`src/rtl/hack_mem_pkg.sv`:
```
// Shared Hack Memory address map, bus widths and arbiter grant encoding.
// Reusable by the Memory block, the CPU and the memory arbiter.
package hack_mem_pkg;

    localparam int ADDR_W = 15;
    localparam int DATA_W = 16;

    localparam logic [14:0] RAM_TOP     = 15'h3FFF;
    localparam logic [14:0] SCREEN_BASE = 15'h4000;
    localparam logic [14:0] KBD_ADDR    = 15'h6000;

    localparam int STARVE_MAX = 4;

    typedef enum logic [1:0] {
        IDLE  = 2'd0,
        G_CPU = 2'd1,
        G_VID = 2'd2
    } grant_e;

endpackage

```
`src/rtl/hack_mem_arbiter_if.sv`:
```
// Requester-side bus of the Hack memory arbiter: CPU data port and video reader.
// Handshake: req is held until the same-cycle ack; rvalid/rdata follow a read ack by one cycle.
interface hack_mem_arbiter_if #(
    parameter int ADDR_W = 15,
    parameter int DATA_W = 16
);
    logic              cpu_req;
    logic              cpu_we;
    logic [ADDR_W-1:0] cpu_addr;
    logic [DATA_W-1:0] cpu_wdata;
    logic              cpu_ack;
    logic [DATA_W-1:0] cpu_rdata;
    logic              cpu_rvalid;

    logic              vid_req;
    logic [12:0]       vid_addr;
    logic              vid_ack;
    logic [DATA_W-1:0] vid_rdata;
    logic              vid_rvalid;

    modport master (
        output cpu_req, cpu_we, cpu_addr, cpu_wdata,
        input  cpu_ack, cpu_rdata, cpu_rvalid,
        output vid_req, vid_addr,
        input  vid_ack, vid_rdata, vid_rvalid
    );

    modport slave (
        input  cpu_req, cpu_we, cpu_addr, cpu_wdata,
        output cpu_ack, cpu_rdata, cpu_rvalid,
        input  vid_req, vid_addr,
        output vid_ack, vid_rdata, vid_rvalid
    );
endinterface

```
`src/rtl/hack_mem_perf.sv`:
```
// Grant and conflict counters for the memory arbiter; 16-bit, wrap-around,
// cleared by synchronous active-low reset.
module hack_mem_perf (
    input  logic        clk,
    input  logic        rst_n,
    input  logic        cpu_grant,
    input  logic        vid_grant,
    input  logic        conflict,
    output logic [15:0] cnt_cpu,
    output logic [15:0] cnt_vid,
    output logic [15:0] cnt_conflict
);

    always_ff @(posedge clk) begin
        if (!rst_n) begin
            cnt_cpu      <= 16'd0;
            cnt_vid      <= 16'd0;
            cnt_conflict <= 16'd0;
        end else begin
            if (cpu_grant) cnt_cpu      <= cnt_cpu + 16'd1;
            if (vid_grant) cnt_vid      <= cnt_vid + 16'd1;
            if (conflict)  cnt_conflict <= cnt_conflict + 16'd1;
        end
    end

endmodule

```
`src/rtl/hack_mem_arbiter.sv`:
```
// Single-port Hack Memory arbiter between CPU and video scan-out, with keyboard write protect.
// Optional grant/conflict counters are built when ARB_PERF_EN is defined.
module hack_mem_arbiter #(
    parameter int                 ADDR_W      = hack_mem_pkg::ADDR_W,
    parameter int                 DATA_W      = hack_mem_pkg::DATA_W,
    parameter logic [ADDR_W-1:0]  SCREEN_BASE = hack_mem_pkg::SCREEN_BASE,
    parameter logic [ADDR_W-1:0]  KBD_ADDR    = hack_mem_pkg::KBD_ADDR,
    parameter int                 STARVE_MAX  = hack_mem_pkg::STARVE_MAX
) (
    input  logic                 clk,
    input  logic                 rst_n,
    hack_mem_arbiter_if.slave    bus,
    output logic                 mem_load,
    output logic [ADDR_W-1:0]    mem_address,
    output logic [DATA_W-1:0]    mem_in,
    input  logic [DATA_W-1:0]    mem_out,
    output logic [15:0]          cnt_cpu,
    output logic [15:0]          cnt_vid,
    output logic [15:0]          cnt_conflict,
    output hack_mem_pkg::grant_e dbg_grant,
    output logic [3:0]           dbg_starve_cnt
);
    import hack_mem_pkg::*;

    localparam logic [3:0] STARVE_LIM = 4'(STARVE_MAX);

    logic              vid_win;
    logic              cpu_win;
    logic              cpu_rd;
    grant_e            grant;
    grant_e            last_grant;
    logic              last_cpu_rd;
    logic [3:0]        starve_cnt;
    logic [DATA_W-1:0] cpu_rdata_q;
    logic [DATA_W-1:0] vid_rdata_q;

    // Grants are gated by rst_n so nothing is acked or written while in reset.
    always_comb begin
        vid_win = rst_n & bus.vid_req & (~bus.cpu_req | (starve_cnt == STARVE_LIM));
        cpu_win = rst_n & bus.cpu_req & ~vid_win;
        cpu_rd  = cpu_win & ~bus.cpu_we;
        if (vid_win)      grant = G_VID;
        else if (cpu_win) grant = G_CPU;
        else              grant = IDLE;
    end

    always_comb begin
        mem_load    = 1'b0;
        mem_address = '0;
        mem_in      = '0;
        case (grant)
            G_CPU: begin
                mem_address = bus.cpu_addr;
                mem_in      = bus.cpu_wdata;
                mem_load    = bus.cpu_we & (bus.cpu_addr < KBD_ADDR);
            end
            G_VID: mem_address = SCREEN_BASE + ADDR_W'(bus.vid_addr);
            default: ;
        endcase
    end

    assign bus.cpu_ack    = cpu_win;
    assign bus.vid_ack    = vid_win;
    assign bus.cpu_rdata  = cpu_rdata_q;
    assign bus.vid_rdata  = vid_rdata_q;
    // The rst_n term suppresses an rvalid still pending from the cycle before reset.
    assign bus.cpu_rvalid = rst_n & (last_grant == G_CPU) & last_cpu_rd;
    assign bus.vid_rvalid = rst_n & (last_grant == G_VID);

    always_ff @(posedge clk) begin
        if (!rst_n) begin
            last_grant  <= IDLE;
            last_cpu_rd <= 1'b0;
            starve_cnt  <= 4'd0;
            cpu_rdata_q <= '0;
            vid_rdata_q <= '0;
        end else begin
            last_grant  <= grant;
            last_cpu_rd <= cpu_rd;
            // Reads beyond the keyboard register are unmapped and return 0.
            if (cpu_rd)
                cpu_rdata_q <= (bus.cpu_addr > KBD_ADDR) ? '0 : mem_out;
            if (vid_win)
                vid_rdata_q <= mem_out;
            if (!bus.vid_req || vid_win)
                starve_cnt <= 4'd0;
            else if (starve_cnt != STARVE_LIM)
                starve_cnt <= starve_cnt + 4'd1;
        end
    end

    assign dbg_grant      = last_grant;
    assign dbg_starve_cnt = starve_cnt;

`ifdef ARB_PERF_EN
    hack_mem_perf u_perf (
        .clk          (clk),
        .rst_n        (rst_n),
        .cpu_grant    (cpu_win),
        .vid_grant    (vid_win),
        .conflict     (bus.cpu_req & bus.vid_req),
        .cnt_cpu      (cnt_cpu),
        .cnt_vid      (cnt_vid),
        .cnt_conflict (cnt_conflict)
    );
`else
    assign cnt_cpu      = 16'd0;
    assign cnt_vid      = 16'd0;
    assign cnt_conflict = 16'd0;
`endif

endmodule
```
`src/flat_wrapper.sv`:
```
// flat-port wrapper written by rule: the top's interface ports become plain ports
module hack_mem_arbiter_flat import hack_mem_pkg::*;
#(
    parameter int                 ADDR_W      = hack_mem_pkg::ADDR_W,
    parameter int                 DATA_W      = hack_mem_pkg::DATA_W,
    parameter logic [ADDR_W-1:0]  SCREEN_BASE = hack_mem_pkg::SCREEN_BASE,
    parameter logic [ADDR_W-1:0]  KBD_ADDR    = hack_mem_pkg::KBD_ADDR,
    parameter int                 STARVE_MAX  = hack_mem_pkg::STARVE_MAX
)
  (clk, rst_n, mem_load, mem_address, mem_in, mem_out, cnt_cpu, cnt_vid, cnt_conflict, dbg_grant, dbg_starve_cnt, bus_cpu_req, bus_cpu_we, bus_cpu_addr, bus_cpu_wdata, bus_cpu_ack, bus_cpu_rdata, bus_cpu_rvalid, bus_vid_req, bus_vid_addr, bus_vid_ack, bus_vid_rdata, bus_vid_rvalid);
  hack_mem_arbiter_if #(.ADDR_W(ADDR_W), .DATA_W(DATA_W)) bus_i ();
  input  logic clk;
  input  logic rst_n;
  output logic mem_load;
  output logic [ADDR_W-1:0] mem_address;
  output logic [DATA_W-1:0] mem_in;
  input  logic [DATA_W-1:0] mem_out;
  output logic [15:0] cnt_cpu;
  output logic [15:0] cnt_vid;
  output logic [15:0] cnt_conflict;
  output hack_mem_pkg::grant_e dbg_grant;
  output logic [3:0] dbg_starve_cnt;
  input wire logic [$bits(bus_i.cpu_req)-1:0] bus_cpu_req;
  input wire logic [$bits(bus_i.cpu_we)-1:0] bus_cpu_we;
  input wire logic [$bits(bus_i.cpu_addr)-1:0] bus_cpu_addr;
  input wire logic [$bits(bus_i.cpu_wdata)-1:0] bus_cpu_wdata;
  output wire logic [$bits(bus_i.cpu_ack)-1:0] bus_cpu_ack;
  output wire logic [$bits(bus_i.cpu_rdata)-1:0] bus_cpu_rdata;
  output wire logic [$bits(bus_i.cpu_rvalid)-1:0] bus_cpu_rvalid;
  input wire logic [$bits(bus_i.vid_req)-1:0] bus_vid_req;
  input wire logic [$bits(bus_i.vid_addr)-1:0] bus_vid_addr;
  output wire logic [$bits(bus_i.vid_ack)-1:0] bus_vid_ack;
  output wire logic [$bits(bus_i.vid_rdata)-1:0] bus_vid_rdata;
  output wire logic [$bits(bus_i.vid_rvalid)-1:0] bus_vid_rvalid;
  assign bus_i.cpu_req = bus_cpu_req;
  assign bus_i.cpu_we = bus_cpu_we;
  assign bus_i.cpu_addr = bus_cpu_addr;
  assign bus_i.cpu_wdata = bus_cpu_wdata;
  assign bus_cpu_ack = bus_i.cpu_ack;
  assign bus_cpu_rdata = bus_i.cpu_rdata;
  assign bus_cpu_rvalid = bus_i.cpu_rvalid;
  assign bus_i.vid_req = bus_vid_req;
  assign bus_i.vid_addr = bus_vid_addr;
  assign bus_vid_ack = bus_i.vid_ack;
  assign bus_vid_rdata = bus_i.vid_rdata;
  assign bus_vid_rvalid = bus_i.vid_rvalid;
  hack_mem_arbiter #(.ADDR_W(ADDR_W), .DATA_W(DATA_W), .SCREEN_BASE(SCREEN_BASE), .KBD_ADDR(KBD_ADDR), .STARVE_MAX(STARVE_MAX)) u_core (.clk(clk), .rst_n(rst_n), .bus(bus_i), .mem_load(mem_load), .mem_address(mem_address), .mem_in(mem_in), .mem_out(mem_out), .cnt_cpu(cnt_cpu), .cnt_vid(cnt_vid), .cnt_conflict(cnt_conflict), .dbg_grant(dbg_grant), .dbg_starve_cnt(dbg_starve_cnt));
endmodule
```
`config.mk`:
```
export PLATFORM = sky130hd
export DESIGN_NAME = hack_mem_arbiter_flat
export DESIGN_NICKNAME = d
export VERILOG_FILES = /design/src/rtl/hack_mem_pkg.sv /design/src/rtl/hack_mem_arbiter_if.sv /design/src/rtl/hack_mem_perf.sv /design/src/rtl/hack_mem_arbiter.sv /design/src/flat_wrapper.sv
export SDC_FILE = /design/constraint.sdc
export NUM_CORES = 1
export LEC_CHECK = 0
export CORE_ASPECT_RATIO = 1.4
export CORE_MARGIN = 2
export CORE_UTILIZATION = 28
export CTS_CLUSTER_DIAMETER = 80
export DETAILED_ROUTE_END_ITERATION = 10
export PLACE_DENSITY = 0.78
export SYNTH_ARGS = -nofsm -noshare
export SYNTH_HDL_FRONTEND = slang
export SYNTH_SLANG_ARGS = --single-unit
export TNS_END_PERCENT = 1
```
`constraint.sdc`:
```
create_clock -name clk -period 1.57 [get_ports clk]
set_input_delay 0.314 -clock clk [delete_from_list [all_inputs] [get_ports clk]]
set_output_delay 0.314 -clock clk [all_outputs]
set_load 0.05 [all_outputs]
```
Yosys cells after proc, flatten, opt, wreduce, memory -nomap -nowiden
Index checks and enable logic that the tools add are counted.
{"block": "word_totals", "regBits": 39, "latchBits": 0, "ramBits": 0, "romBits": 0, "in_bits": 65, "output_inout_bits": 122, "elab_cells": 38, "n_memories": 0}
{"block": "op_classes", "add_sub_neg": 2, "mul": 0, "n_div": 0, "n_lt_le_gt_ge": 2, "eq_ne": 6, "n_shift": 0, "n_mux": 6, "bitwise": 14, "reduce_logical": 3}
{"op": "16-bit 2-to-1 mux", "n": 2}
{"op": "15-bit one-hot mux with 2 select lines", "n": 1}
{"op": "15-bit by 13-bit adder with 15-bit output, first input constant", "n": 1}
{"op": "15-bit > comparator, second input constant", "n": 1}
{"op": "15-bit less-than comparator, second input constant", "n": 1}
{"op": "1-bit bitwise AND", "n": 9}
{"op": "4-bit by 1-bit adder with 4-bit output, second input constant", "n": 1}
{"op": "2-bit by 1-bit == test with 1-bit output, second input constant", "n": 2}
{"op": "2-bit == test, second input constant", "n": 2}
{"op": "4-bit by 3-bit == test with 1-bit output, second input constant", "n": 1}
{"op": "4-bit by 3-bit != test with 1-bit output, second input constant", "n": 1}
{"op": "1-bit NOT", "n": 4}
{"op": "1-bit 2-to-1 mux", "n": 2}
{"op": "2-bit 2-to-1 mux", "n": 1}
{"op": "2-bit OR reduction", "n": 1}
{"op": "1-bit logical NOT", "n": 1}
{"op": "1-bit logical OR", "n": 1}
{"op": "1-bit bitwise OR", "n": 1}

Logic depth before layout (Yosys ltp)
Gate-level depths: netlist of run 1.
{"block": "depth", "word_depth": 9, "depth_mapped": 8, "mapped_depth_nobuf": 6}

Worst setup path before layout of run 1
No wires, ideal clock.
{"block": "synth_path", "path_kind": "flip-flop to output port", "start": "register u_core.starve_cnt[0] (netlist: u_core.dbg_starve_cnt[0])", "end": "output port mem_in[10]", "t_arrival_ns": 2.462, "required_time_ns": 1.256, "slack_ns": -1.206, "path_stages_with_launch": 8, "n_path_buf": 1, "path_cell_list": "dfxtp_1 inv_1 ha_1 nand4b_1 nand3_2 inv_1 clkbuf_1 and2_1"}
{"block": "synth_via", "elab_chain_len": 9}
{"item": "start, declared", "line_no": "hack_mem_arbiter.sv:33", "rtl": "logic [3:0] starve_cnt;"}
{"item": "start signal, assigned", "line_no": "hack_mem_arbiter.sv:88", "rtl": "starve_cnt <= starve_cnt + 4'd1;"}
{"item": "4-bit by 3-bit == test with 1-bit output", "line_no": "hack_mem_arbiter.sv:39", "rtl": "vid_win = rst_n & bus.vid_req & (~bus.cpu_req | (starve_cnt == STARVE_LIM));"}
{"item": "1-bit bitwise OR", "line_no": "hack_mem_arbiter.sv:39"}
{"item": "1-bit bitwise AND", "line_no": "hack_mem_arbiter.sv:39"}
{"item": "1-bit NOT", "line_no": "hack_mem_arbiter.sv:40", "rtl": "cpu_win = rst_n & bus.cpu_req & ~vid_win;"}
{"item": "1-bit bitwise AND", "line_no": "hack_mem_arbiter.sv:40"}
{"item": "named net bus_cpu_ack", "line_no": "flat_wrapper.sv:27", "rtl": "output wire logic [$bits(bus_i.cpu_ack)-1:0] bus_cpu_ack;"}
{"item": "1-bit 2-to-1 mux", "line_no": "hack_mem_arbiter.sv:43", "rtl": "else if (cpu_win) grant = G_CPU;"}
{"item": "2-bit 2-to-1 mux", "line_no": "hack_mem_arbiter.sv:42", "rtl": "if (vid_win) grant = G_VID;"}
{"item": "2-bit by 1-bit == test with 1-bit output", "line_no": "hack_mem_arbiter.sv:51", "rtl": "case (grant)"}
{"item": "16-bit 2-to-1 mux", "line_no": "hack_mem_arbiter.sv:51"}
{"item": "end, declared", "line_no": "flat_wrapper.sv:16", "rtl": "output logic [DATA_W-1:0] mem_in;"}
The timed path passes the listed nets, and every way through them passes these cells.

Final worst setup path of run 1
{"block": "layout_path", "start": "register u_core.starve_cnt[1] (netlist: u_core.dbg_starve_cnt[1])", "end": "output port mem_address[11]"}
{"block": "layout_via", "elab_chain_len": 9, "elab_cells_between_ends": 10, "cone_classes": "eq/ne: 3; mux: 3; bitwise: 4"}
{"item": "4-bit by 3-bit == test with 1-bit output *", "line_no": "hack_mem_arbiter.sv:39"}
{"item": "1-bit bitwise OR *", "line_no": "hack_mem_arbiter.sv:39"}
{"item": "1-bit bitwise AND *", "line_no": "hack_mem_arbiter.sv:39"}
{"item": "1-bit NOT", "line_no": "hack_mem_arbiter.sv:40"}
{"item": "1-bit bitwise AND", "line_no": "hack_mem_arbiter.sv:40"}
{"item": "1-bit 2-to-1 mux", "line_no": "hack_mem_arbiter.sv:43"}
{"item": "2-bit 2-to-1 mux *", "line_no": "hack_mem_arbiter.sv:42"}
{"item": "2-bit == test or 2-bit by 1-bit == test with 1-bit output (tied branches)", "line_no": "hack_mem_arbiter.sv:51"}
{"item": "15-bit one-hot mux with 2 select lines *", "line_no": "hack_mem_arbiter.sv:51"}
{"item": "end, declared", "line_no": "flat_wrapper.sv:15", "rtl": "output logic [ADDR_W-1:0] mem_address;"}
Every way passes the cells marked *; elsewhere a longest branch is shown, timed or not.

==> run summary, run 1 <==
FF-to-FF setup slack: -0.03 ns
Net Sw Power: 1170 uW
1st-pass router iterations: 4
cts bufs inserted: 5
first-pass GRT wire length: 10200 um
Max Cap Viol: 0
Top Layer Used: met4
share of layout cells above drive strength 1: 0.400
Final GP Congestion: 0.760
asr flop ratio synth: 0
Pleak: 0.00191 uW
nets@finish: 461
fillcell total: 566
sequential share of the synthesized area: 0.388
clock-pin slew on the worst setup and hold paths: 0.08 ns
required time of the worst setup path: 1.26 ns
maximum clock rate: 0.503 GHz
WHS Endpoint: u_core.dbg_starve_cnt[1]$_SDFFE_PP0N_
Cell Pwr Density: 738 mW/mm2
internal cell power: 1970 uW
minimum clock period after layout: 1.99 ns
area growth from synthesis to layout: 112%
# rows: 36
overall global routing resource usage: 0.165
port buffer count: 138
CTS hold repair buffers: 0
WL per Instance: 13.1 um
WL final: 6410 um
peak fanout along the critical path: 15
maximum VDD drop: 0.351 mV
final clock skew: 0.0100 ns
# H-tree levels: 2
most common library cells after synthesis: buf_4 (48), dfxtp_1 (39), nand2_1 (35)
vias in the first global route: 2099
Place WS: -0.497 ns
antenna-violating nets left: 0
final hold vios: 0
Worst-Skew Late Latency: 0.29 ns
total power: 3150 uW
antenna violations before repair: 0
Gate power share: 0.415
Met1 Wirelength: 2190 um
Die ar.: 0.00789 mm2
Die Y: 104 um
most common cell in the netlist: buf_4
Clock Tree Buf Depth: 2
Initial Util: 0.288
ranking of synthesized cells by area: dfxtp_1 (39%), buf_4 (18%), a22o_1 (12%), nand2_1 (6.5%), and2_1 (5.3%)
via count: 2102
met2 WL: 3690 um
status: finished with violations
Horiz. Die Dim: 75.6 um
CP endpoint kind: primary output
EDFF count, synth: 0
Util after Layout: 0.611
cell depth of the worst flop-to-flop path: 8
average vias per placed instance: 4.29
reg2reg start: u_core.dbg_starve_cnt[1]$_SDFFE_PP0N_
RSZ-0062 raised after global routing: yes
CP Class: flip-flop to primary output
CP startpoint kind: flip-flop
Final Cycle Share: 1.27
area of the multi-input gates: 0.00116 mm2
initial drt markers: 58
CORE AREA: 0.00698 mm2
Register Area: 791 um2
final slew viol count: 0
Clk pwr share: 0.248
setup tns final: -12.54 ns
Synth warnings: 0
Post-DP HPWL: 5490 um
hold crit path type: input port to flip-flop
cell taking the most area after synthesis: dfxtp_1
post-route worst setup slack: -0.418 ns
hold depth: 3
post-synth top area share: 0.388
Synth Instances: 231
root buffer cell: clkbuf_8
DR WL met3: 502 um
Seq pwr share: 0.337
number of remaining DRC errors: 0
number of synthesized register bits: 39
IO Pins: 187
CTS tree: built
total global routing overflow: 0
final setup vio count: 52
min-delay src: bus_vid_req
Net Sw Frac: 0.373
Cell Area, Synth: 0.00201 mm2
FF-to-FF End: u_core.bus.cpu_rdata[6]$_SDFFE_PN0P_
Antenna diodes: 0
Sink Count: 39
failing checks: setup timing
Most used DFF post-synth: dfxtp_1
setup repair bufs after CTS: 0
WP data arrival: 1.67 ns
syn_area_per_cell: 8.71 um2
largest net degree at the start of global routing: 26
Synth cell types: 29
[per-stage QoR]
| stage | area, um2 | hold slack, ns | cells |
|---|---|---|---|
| finish | 4260 | 0.450 | 490 |
| global route | 4260 | 0.460 | 490 |
| CTS | 4230 | 0.468 | 489 |
| detailed placement | 4120 | 0.455 | 481 |
| global placement | 4120 | 0.448 | 481 |
| floorplan | 2430 | 0.386 | 278 |
[cells by family (layout without fill, tap and decap cells)]
| logic type | after synthesis | after routing | share of synthesized area |
|---|---|---|---|
| xor+xnor | 1 | 1 | 0.00435 |
| fa+ha+maj | 2 | 2 | 0.0124 |
| simple gates | 72 | 72 | 0.182 |
| buf+inv | 65 | 182 | 0.216 |
| other cells | 1 | 48 | 0.00186 |
| compound gates | 51 | 51 | 0.195 |
| flops | 39 | 39 | 0.388 |
[cells in the final DEF (no fill, tap or decap), types with 7 or more instances in the layout]
master / n
conb_1: 48
a22o_4: 12
a22o_1: 16
nand2_1: 35
o21ai_0: 12
and2_4: 17
buf_4: 54
dfxtp_1: 35
clkdlybuf4s50_1: 58
buf_12: 49
nor2_1: 7
[critical path: stages (launching register included)]
cell	delay [ns]
dfxtp_4	0.36
inv_4	0.05
ha_4	0.13
nand3b_1	0.13
a21oi_4	0.20
buf_12	0.19
a22o_2	0.18
buf_12	0.13
[area by class of cell]
cell class	instances	area share
clock inverter	2	0.00381
inverter	5	0.00558
timing repair buffer	169	0.484
sequential	39	0.185
tap	95	0.0279
multi-input combinational	174	0.271
clock buffer	6	0.0220
[power by group through the flow]
stage | Clock, uW | Combinational [uW] | Sequential [uW]
global route | 845 | 1360 | 1070
global placement | 0 | 1290 | 1080
finish | 780 | 1300 | 1060
CTS | 804 | 1300 | 1060
floorplan | 0 | 677 | 1240
detailed placement | 0 | 1300 | 1080
[worst max-delay path by stage]
stage / cells past startpoint / startpoint / to / slack (ns)
2_1_floorplan: 7 / u_core.dbg_starve_cnt[0]$_SDFFE_PP0N_ / mem_address[0] / -0.18
3_3_place_gp: 6 / bus_cpu_addr[0] / u_core.bus.cpu_rdata[12]$_SDFFE_PN0P_ / -0.47
3_5_place_dp: 6 / bus_cpu_addr[0] / u_core.bus.cpu_rdata[4]$_SDFFE_PN0P_ / -0.50
4_1_cts: 7 / u_core.dbg_starve_cnt[0]$_SDFFE_PP0N_ / mem_address[11] / -0.45
5_1_grt: 7 / u_core.dbg_starve_cnt[0]$_SDFFE_PP0N_ / mem_address[11] / -0.48
6_report: 7 / u_core.dbg_starve_cnt[1]$_SDFFE_PP0N_ / mem_address[11] / -0.42
[registers in the layout, summed over array words and instances (netlist names)]
register               flops
u_core.dbg_starve_cnt      4
u_core.last_cpu_rd         1
u_core.bus.cpu_rdata      16
u_core.dbg_grant           2
u_core.bus.vid_rdata      16
[metal layers]
layer  vias to the layer above  global-route usage
li1                       1013                   -
met1                       968               0.183
met2                       117               0.306
met3                         4              0.0436
met4                         0              0.0288
met5                         -                   0
[repair_timing]
| item | 4_1_cts | 5_1_grt |
|---|---|---|
| pin swaps | 8 | 3 |
| resized for setup | 8 | 8 |
| setup endpoints to repair | 59 | 59 |
| gates cloned | 0 | 1 |
No activity file was read; power rests on OpenSTA's default activity.
==> inputs of run 2 (changes only) <==
--- a/config.mk
+++ b/config.mk
@@ -11,4 +11,5 @@
 export CTS_CLUSTER_DIAMETER = 80
 export DETAILED_ROUTE_END_ITERATION = 10
+export HOLD_SLACK_MARGIN = 0.15
 export PLACE_DENSITY = 0.78
 export SYNTH_ARGS = -nofsm -noshare
==> constraint.sdc (replaced) <==
create_clock -name clk -period 1.57 [get_ports clk]
set_input_delay 0.157 -clock clk [delete_from_list [all_inputs] [get_ports clk]]
set_output_delay 0.157 -clock clk [all_outputs]
set_load 0.05 [all_outputs]
==> run 2 against run 1 <==
  * The run still ends with setup timing left
  * Critical path depth unchanged
  * Via count down 1.8%
  * Register-to-register slack better by 0.06 ns
  * Combinational power about the same
  * Total power increased by 2.2%
  * Wire length shrank 3.2%
==> run summary, run 2 (synthesized netlist as in run 1, its figures left out) <==
Gate power share: 0.396 (was 0.415)
initial drt markers: 46 (was 58)
Initial Util: 0.288 (unchanged)
total global routing overflow: 0 (unchanged)
Final Cycle Share: 1.16 (was 1.27)
Die Y: 104 um (unchanged)
# H-tree levels: 2 (unchanged)
share of layout cells above drive strength 1: 0.401 (was 0.400)
antenna-violating nets left: 0 (unchanged)
failing checks: setup timing (unchanged)
Antenna diodes: 0 (unchanged)
final setup vio count: 34 (was 52)
CP Depth: 7 (unchanged)
hold crit path type: input port to flip-flop (unchanged)
average vias per placed instance: 4.24 (was 4.29)
final slew viol count: 0 (unchanged)
overall global routing resource usage: 0.154 (was 0.165)
maximum clock rate: 0.548 GHz (was 0.503 GHz)
peak fanout along the critical path: 13 (was 15)
met2 Resource Use GR: 0.286 (was 0.306)
Post-DP HPWL: 5330 um (was 5490 um)
CORE AREA: 0.00698 mm2 (unchanged)
number of remaining DRC errors: 0 (unchanged)
antenna violations before repair: 0 (unchanged)
clock-pin slew on the worst setup and hold paths: 0.08 ns (about the same)
CP endpoint: mem_address[10] (was mem_address[11])
Register Area: 791 um2 (unchanged)
Worst-Skew Late Latency: 0.28 ns (was 0.29 ns)
CP Cell Sequence: inv_4 -> ha_4 -> nand3b_1 -> a21oi_4 -> buf_12 -> a22o_4 -> buf_12 (was inv_4 -> ha_4 -> nand3b_1 -> a21oi_4 -> buf_12 -> a22o_2 -> buf_12)
FF-to-FF setup slack: 0.03 ns (was -0.03 ns)
CTS hold repair buffers: 0 (unchanged)
final hold vios: 0 (unchanged)
1st-pass router iterations: 4 (unchanged)
largest net degree at the start of global routing: 27 (was 26)
IO Pins: 187 (unchanged)
CP Class: flip-flop to primary output (unchanged)
Final GP Congestion: 0.719 (was 0.760)
reg2reg start: u_core.dbg_starve_cnt[1]$_SDFFE_PP0N_ (unchanged)
Sink Count: 39 (unchanged)
setup tns final: -7.69 ns (was -12.54 ns)
CP endpoint kind: primary output (unchanged)
WL per Instance: 12.7 um (was 13.1 um)
WL final: 6210 um (was 6410 um)
cell depth of the worst flop-to-flop path: 7 (was 8)
cts bufs inserted: 5 (unchanged)
leading cell type in the layout, fill and taps excluded: clkdlybuf4s50_1 (unchanged)
fillcell total: 596 (was 566)
nets@finish: 458 (was 461)
met3 Usage GRT: 0.0417 (was 0.0436)
# rows: 36 (unchanged)
Cell Pwr Density: 779 mW/mm2 (was 738 mW/mm2)
internal cell power: 2060 uW (was 1970 uW)
area growth from synthesis to layout: 105% (was 112%)
Placed Area: 0.00398 mm2 (was 0.00412 mm2)
GR Layer Usage met1: 0.166 (was 0.183)
cell area after layout: 0.00413 mm2 (was 0.00426 mm2)
WP data arrival: 1.67 ns (about the same)
via count: 2064 (was 2102)
critical path's largest stage delay: 0.38 ns (was 0.36 ns)
Net Sw Power: 1160 uW (was 1170 uW)
root buffer cell: clkbuf_8 (unchanged)
Pleak: 0.00185 uW (was 0.00191 uW)
final clock skew: 0.00441 ns (was 0.0100 ns)
total power: 3220 uW (was 3150 uW)
maximum VDD drop: 0.420 mV (was 0.351 mV)
area of the multi-input gates: 0.00117 mm2 (was 0.00116 mm2)
post-route worst setup slack: -0.255 ns (was -0.418 ns)
Horiz. Die Dim: 75.6 um (unchanged)
first-pass GRT wire length: 9470 um (was 10200 um)
CP max-delay cell: dfxtp_4 (unchanged)
Critical Path Source: u_core.dbg_starve_cnt[1]$_SDFFE_PP0N_ (unchanged)
placed cells: 479 (was 481)
final cell count without fillers: 487 (was 490)
Max Cap Viol: 0 (unchanged)
RSZ-0062 raised after global routing: yes (unchanged)
Clk pwr share: 0.275 (was 0.248)
Net Sw Frac: 0.360 (was 0.373)
Seq pwr share: 0.329 (was 0.337)
Clock Tree Buf Depth: 2 (unchanged)
GRT busiest layer: met2 (unchanged)
critical path's most frequent cell: buf_12 (unchanged)
port buffer count: 138 (unchanged)
Die ar.: 0.00789 mm2 (unchanged)
CTS tree: built (unchanged)
status: finished with violations (unchanged)
FF-to-FF End: u_core.bus.cpu_rdata[2]$_SDFFE_PN0P_ (was u_core.bus.cpu_rdata[6]$_SDFFE_PN0P_)
most frequent cells in the layout: clkdlybuf4s50_1 (64), buf_4 (60), conb_1 (48) (was clkdlybuf4s50_1 (58), buf_4 (54), buf_12 (49))
required time of the worst setup path: 1.41 ns (was 1.26 ns)
minimum clock period after layout: 1.82 ns (was 1.99 ns)
CP startpoint kind: flip-flop (unchanged)
Bufs and invs on worst path: 3 (unchanged)
vias in the first global route: 1979 (was 2099)
CP top delay family: flip-flops (was compound AO/OA/AOI/OAI gates)
[run 2: cell count changes in the layout (fill, tap and decap cells not counted), sizes merged]
cell	change
clkdlybuf4s50	+6
dlymetal6s2s	-1
dlygate4sd2	-5
buf	-2
clkinvlp	-1
clkbuf	-1
bufinv	+1
[run 2: power groups by stage]
stage | registers (uW) | logic [uW] | clock network (uW)
2_1_floorplan | 1240 | 682 | 0
3_3_place_gp | 1080 | 1260 | 0
3_5_place_dp | 1080 | 1280 | 0
4_1_cts | 1060 | 1280 | 904
5_1_grt | 1060 | 1330 | 957
6_report | 1060 | 1270 | 883
[run 2: area by class of cell]
type	count	share of cell area
clock buffers	6	0.0200
well taps	95	0.0288
clock inverters	2	0.00939
flip-flops and latches	39	0.192
inverters	5	0.00515
multi-input cells	174	0.284
repair buffers	166	0.462
[run 2: worst min-delay path by stage]
| stage | endpoint | cells after the start | slack (ns) | from |
|---|---|---|---|---|
| after floorplan | u_core.last_cpu_rd$_SDFF_PN0_ | 1 | 0.23 | bus_cpu_we |
| after global placement | u_core.bus.vid_rdata[0]$_SDFFE_PN0P_ | 2 | 0.45 | u_core.bus.vid_rdata[0]$_SDFFE_PN0P_ |
| after detailed placement | u_core.bus.vid_rdata[10]$_SDFFE_PN0P_ | 2 | 0.46 | u_core.bus.vid_rdata[10]$_SDFFE_PN0P_ |
| after CTS | u_core.bus.vid_rdata[9]$_SDFFE_PN0P_ | 3 | 0.45 | mem_out[9] |
| after global routing | u_core.bus.vid_rdata[0]$_SDFFE_PN0P_ | 3 | 0.46 | mem_out[0] |
| final | u_core.bus.vid_rdata[0]$_SDFFE_PN0P_ | 3 | 0.46 | mem_out[0] |
[run 2: timing repair]
item / in CTS / in global routing
pin swaps: 14 / 13
setup endpoints to repair: 38 / 57
resized for setup: 1 / 6
setup buffers: 0 / 0
hold endpoints to repair: 0 / 0
[run 2: tightest hold or removal path: stages]
cell and delay, ns:
clkdlybuf4s50_1 0.42, nand2_1 0.06, o21ai_0 0.06
[run 2: metal layers]
layer	share of wire	vias to the layer above	routed length (um)
li1	-	1012	-
met1	0.35	939	2200
met2	0.56	109	3480
met3	0.081	4	502
met4	0.0047	0	29
met5	0	-	0
[run 2: per-stage QoR]
stage               utilization  worst slack [ns]  hold slack [ns]
floorplan                     -           -0.0324            0.229
global placement          0.571            -0.222            0.446
detailed placement        0.571            -0.274            0.456
CTS                       0.589            -0.295            0.453
global route              0.591            -0.353            0.460
finish                    0.591            -0.255            0.459
==> inputs of run 3 (changes only) <==
SETUP_SLACK_MARGIN = 0.4   (was default)
==> run 3 against run 2 <==
  * The run still ends with setup timing left
  * Cell count did not move
  * Via count did not move
  * Sequential power barely moved
  * Register-to-register slack barely moved
  * Combinational power barely moved
  * Clock-buffer cell count did not move
  * Die area did not move
  * Critical endpoint unchanged
==> run summary, run 3 (synthesized netlist as in run 1, its figures left out) <==
share of layout cells above drive strength 1: 0.403 (was 0.401)
Final GP Congestion: 0.719 (unchanged)
IO Pins: 187 (unchanged)
internal cell power: 2060 uW (about the same)
CTS hold repair buffers: 0 (unchanged)
fillcell total: 594 (was 596)
Bufs and invs on worst path: 3 (unchanged)
hold crit path type: input port to flip-flop (unchanged)
Horiz. Die Dim: 75.6 um (unchanged)
cell depth of the worst flop-to-flop path: 7 (unchanged)
Pleak: 0.00185 uW (about the same)
largest net degree at the start of global routing: 27 (unchanged)
Die Y: 104 um (unchanged)
maximum clock rate: 0.548 GHz (about the same)
critical path's largest stage delay: 0.38 ns (about the same)
first-pass GRT wire length: 9470 um (unchanged)
initial drt markers: 50 (was 46)
CP max-delay cell: dfxtp_4 (unchanged)
total power: 3220 uW (about the same)
critical path's most frequent cell: buf_12 (unchanged)
required time of the worst setup path: 1.41 ns (about the same)
status: finished with violations (unchanged)
failing checks: setup timing (unchanged)
most frequent cells in the layout: clkdlybuf4s50_1 (64), buf_4 (60), conb_1 (48) (unchanged)
CP top delay family: flip-flops (unchanged)
peak fanout along the critical path: 13 (unchanged)
Net Sw Power: 1160 uW (about the same)
final hold vios: 0 (unchanged)
RSZ-0062 raised after global routing: yes (unchanged)
CTS tree: built (unchanged)
placed cells: 479 (unchanged)
Seq pwr share: 0.329 (about the same)
final cell count without fillers: 487 (unchanged)
# H-tree levels: 2 (unchanged)
Max Cap Viol: 0 (unchanged)
CP endpoint kind: primary output (unchanged)
nets@finish: 458 (unchanged)
Final Cycle Share: 1.16 (about the same)
hold depth: 3 (unchanged)
antenna violations before repair: 0 (unchanged)
Sink Count: 39 (unchanged)
final setup vio count: 34 (unchanged)
vias in the first global route: 1980 (was 1979)
average vias per placed instance: 4.24 (unchanged)
root buffer cell: clkbuf_8 (unchanged)
area of the multi-input gates: 0.00117 mm2 (about the same)
WP data arrival: 1.67 ns (about the same)
Antenna diodes: 0 (unchanged)
overall global routing resource usage: 0.154 (unchanged)
number of remaining DRC errors: 0 (unchanged)
port buffer count: 138 (unchanged)
final slew viol count: 0 (unchanged)
Register Area: 791 um2 (unchanged)
clock-pin slew on the worst setup and hold paths: 0.08 ns (about the same)
Place WS: -0.274 ns (unchanged)
WL final: 6200 um (was 6210 um)
Clock Tree Buf Depth: 2 (unchanged)
setup repair bufs after CTS: 0 (unchanged)
CP Class: flip-flop to primary output (unchanged)
CP startpoint kind: flip-flop (unchanged)
maximum VDD drop: 0.420 mV (about the same)
antenna-violating nets left: 0 (unchanged)
Post-DP HPWL: 5330 um (unchanged)
WL per Instance: 12.7 um (about the same)
CORE AREA: 0.00698 mm2 (unchanged)
Gate power share: 0.396 (about the same)
# rows: 36 (unchanged)
Die ar.: 0.00789 mm2 (unchanged)
total global routing overflow: 0 (unchanged)
via count: 2064 (unchanged)
cts bufs inserted: 5 (unchanged)
final clock skew: 0.00521 ns (was 0.00441 ns)
area growth from synthesis to layout: 105% (about the same)
Util after Layout: 0.592 (was 0.591)
minimum clock period after layout: 1.83 ns (was 1.82 ns)
post-route worst setup slack: -0.256 ns (was -0.255 ns)
Worst-Skew Late Latency: 0.28 ns (about the same)
CP Depth: 7 (unchanged)
Clk pwr share: 0.275 (about the same)
leading cell type in the layout, fill and taps excluded: clkdlybuf4s50_1 (unchanged)
CP Cell Sequence: inv_4 -> ha_4 -> nand3b_1 -> a21oi_4 -> buf_12 -> a22o_4 -> buf_12 (unchanged)
Net Sw Frac: 0.360 (about the same)
Cell Pwr Density: 779 mW/mm2 (about the same)
Initial Util: 0.288 (unchanged)
1st-pass router iterations: 4 (unchanged)
[run 3: cell types whose count changed in the layout (fill, tap and decap cells not counted)]
cell	change
a21oi_2	+1
a21oi_1	-1
[run 3: worst paths after layout]
kind | startpoint | end | slack [ns]
setup / recovery | u_core.dbg_starve_cnt[1]$_SDFFE_PP0N_ | mem_address[10] | -0.26
hold / removal | mem_out[0] | u_core.bus.vid_rdata[0]$_SDFFE_PN0P_ | 0.46
setup reg to reg | u_core.dbg_starve_cnt[1]$_SDFFE_PP0N_ | u_core.bus.cpu_rdata[2]$_SDFFE_PN0P_ | 0.03
hold reg to reg | u_core.bus.vid_rdata[10]$_SDFFE_PN0P_ | u_core.bus.vid_rdata[10]$_SDFFE_PN0P_ | 0.46
[run 3: per-stage QoR]
step | TNS (ns) | cell area, um2 | hold WS (ns)
after global routing | -11.39 | 4130 | 0.460
final | -7.73 | 4130 | 0.458
after global placement | -5.33 | 3980 | 0.446
after detailed placement | -6.51 | 3980 | 0.456
after CTS | -8.44 | 4110 | 0.453
after floorplan | -0.872 | 2440 | 0.229
[run 3: tightest hold or removal path, stage by stage]
cell,delay (ns)
clkdlybuf4s50_1,0.42
nand2_1,0.06
o21ai_0,0.06
[run 3: what timing repair did]
action,CTS,global route
endpoints found under the setup margin,73,75
pin swaps,19,17
gates resized for setup,1,7
[run 3: per-layer routing]
layer	vias up	track usage	routed length, um
li1	1012	-	-
met1	939	0.166	2200
met2	109	0.286	3480
met3	4	0.0417	502
met4	0	0.0301	29
met5	-	0	0
[run 3: area by class of cell]
cell class	count	share of cell area
timing repair buffer	166	0.461
multi-input combinational	174	0.284
sequential	39	0.191
tap	95	0.0288
clock buffer	6	0.0200
clock inverter	2	0.00939
inverter	5	0.00515
[run 3: power groups by stage]
| stage | Combinational, uW | Sequential [uW] | Clock, uW |
|---|---|---|---|
| 6_report | 1270 | 1060 | 885 |
| 5_1_grt | 1330 | 1060 | 957 |
| 4_1_cts | 1280 | 1060 | 904 |
| 3_5_place_dp | 1280 | 1080 | 0 |
| 3_3_place_gp | 1260 | 1080 | 0 |
| 2_1_floorplan | 682 | 1240 | 0 |
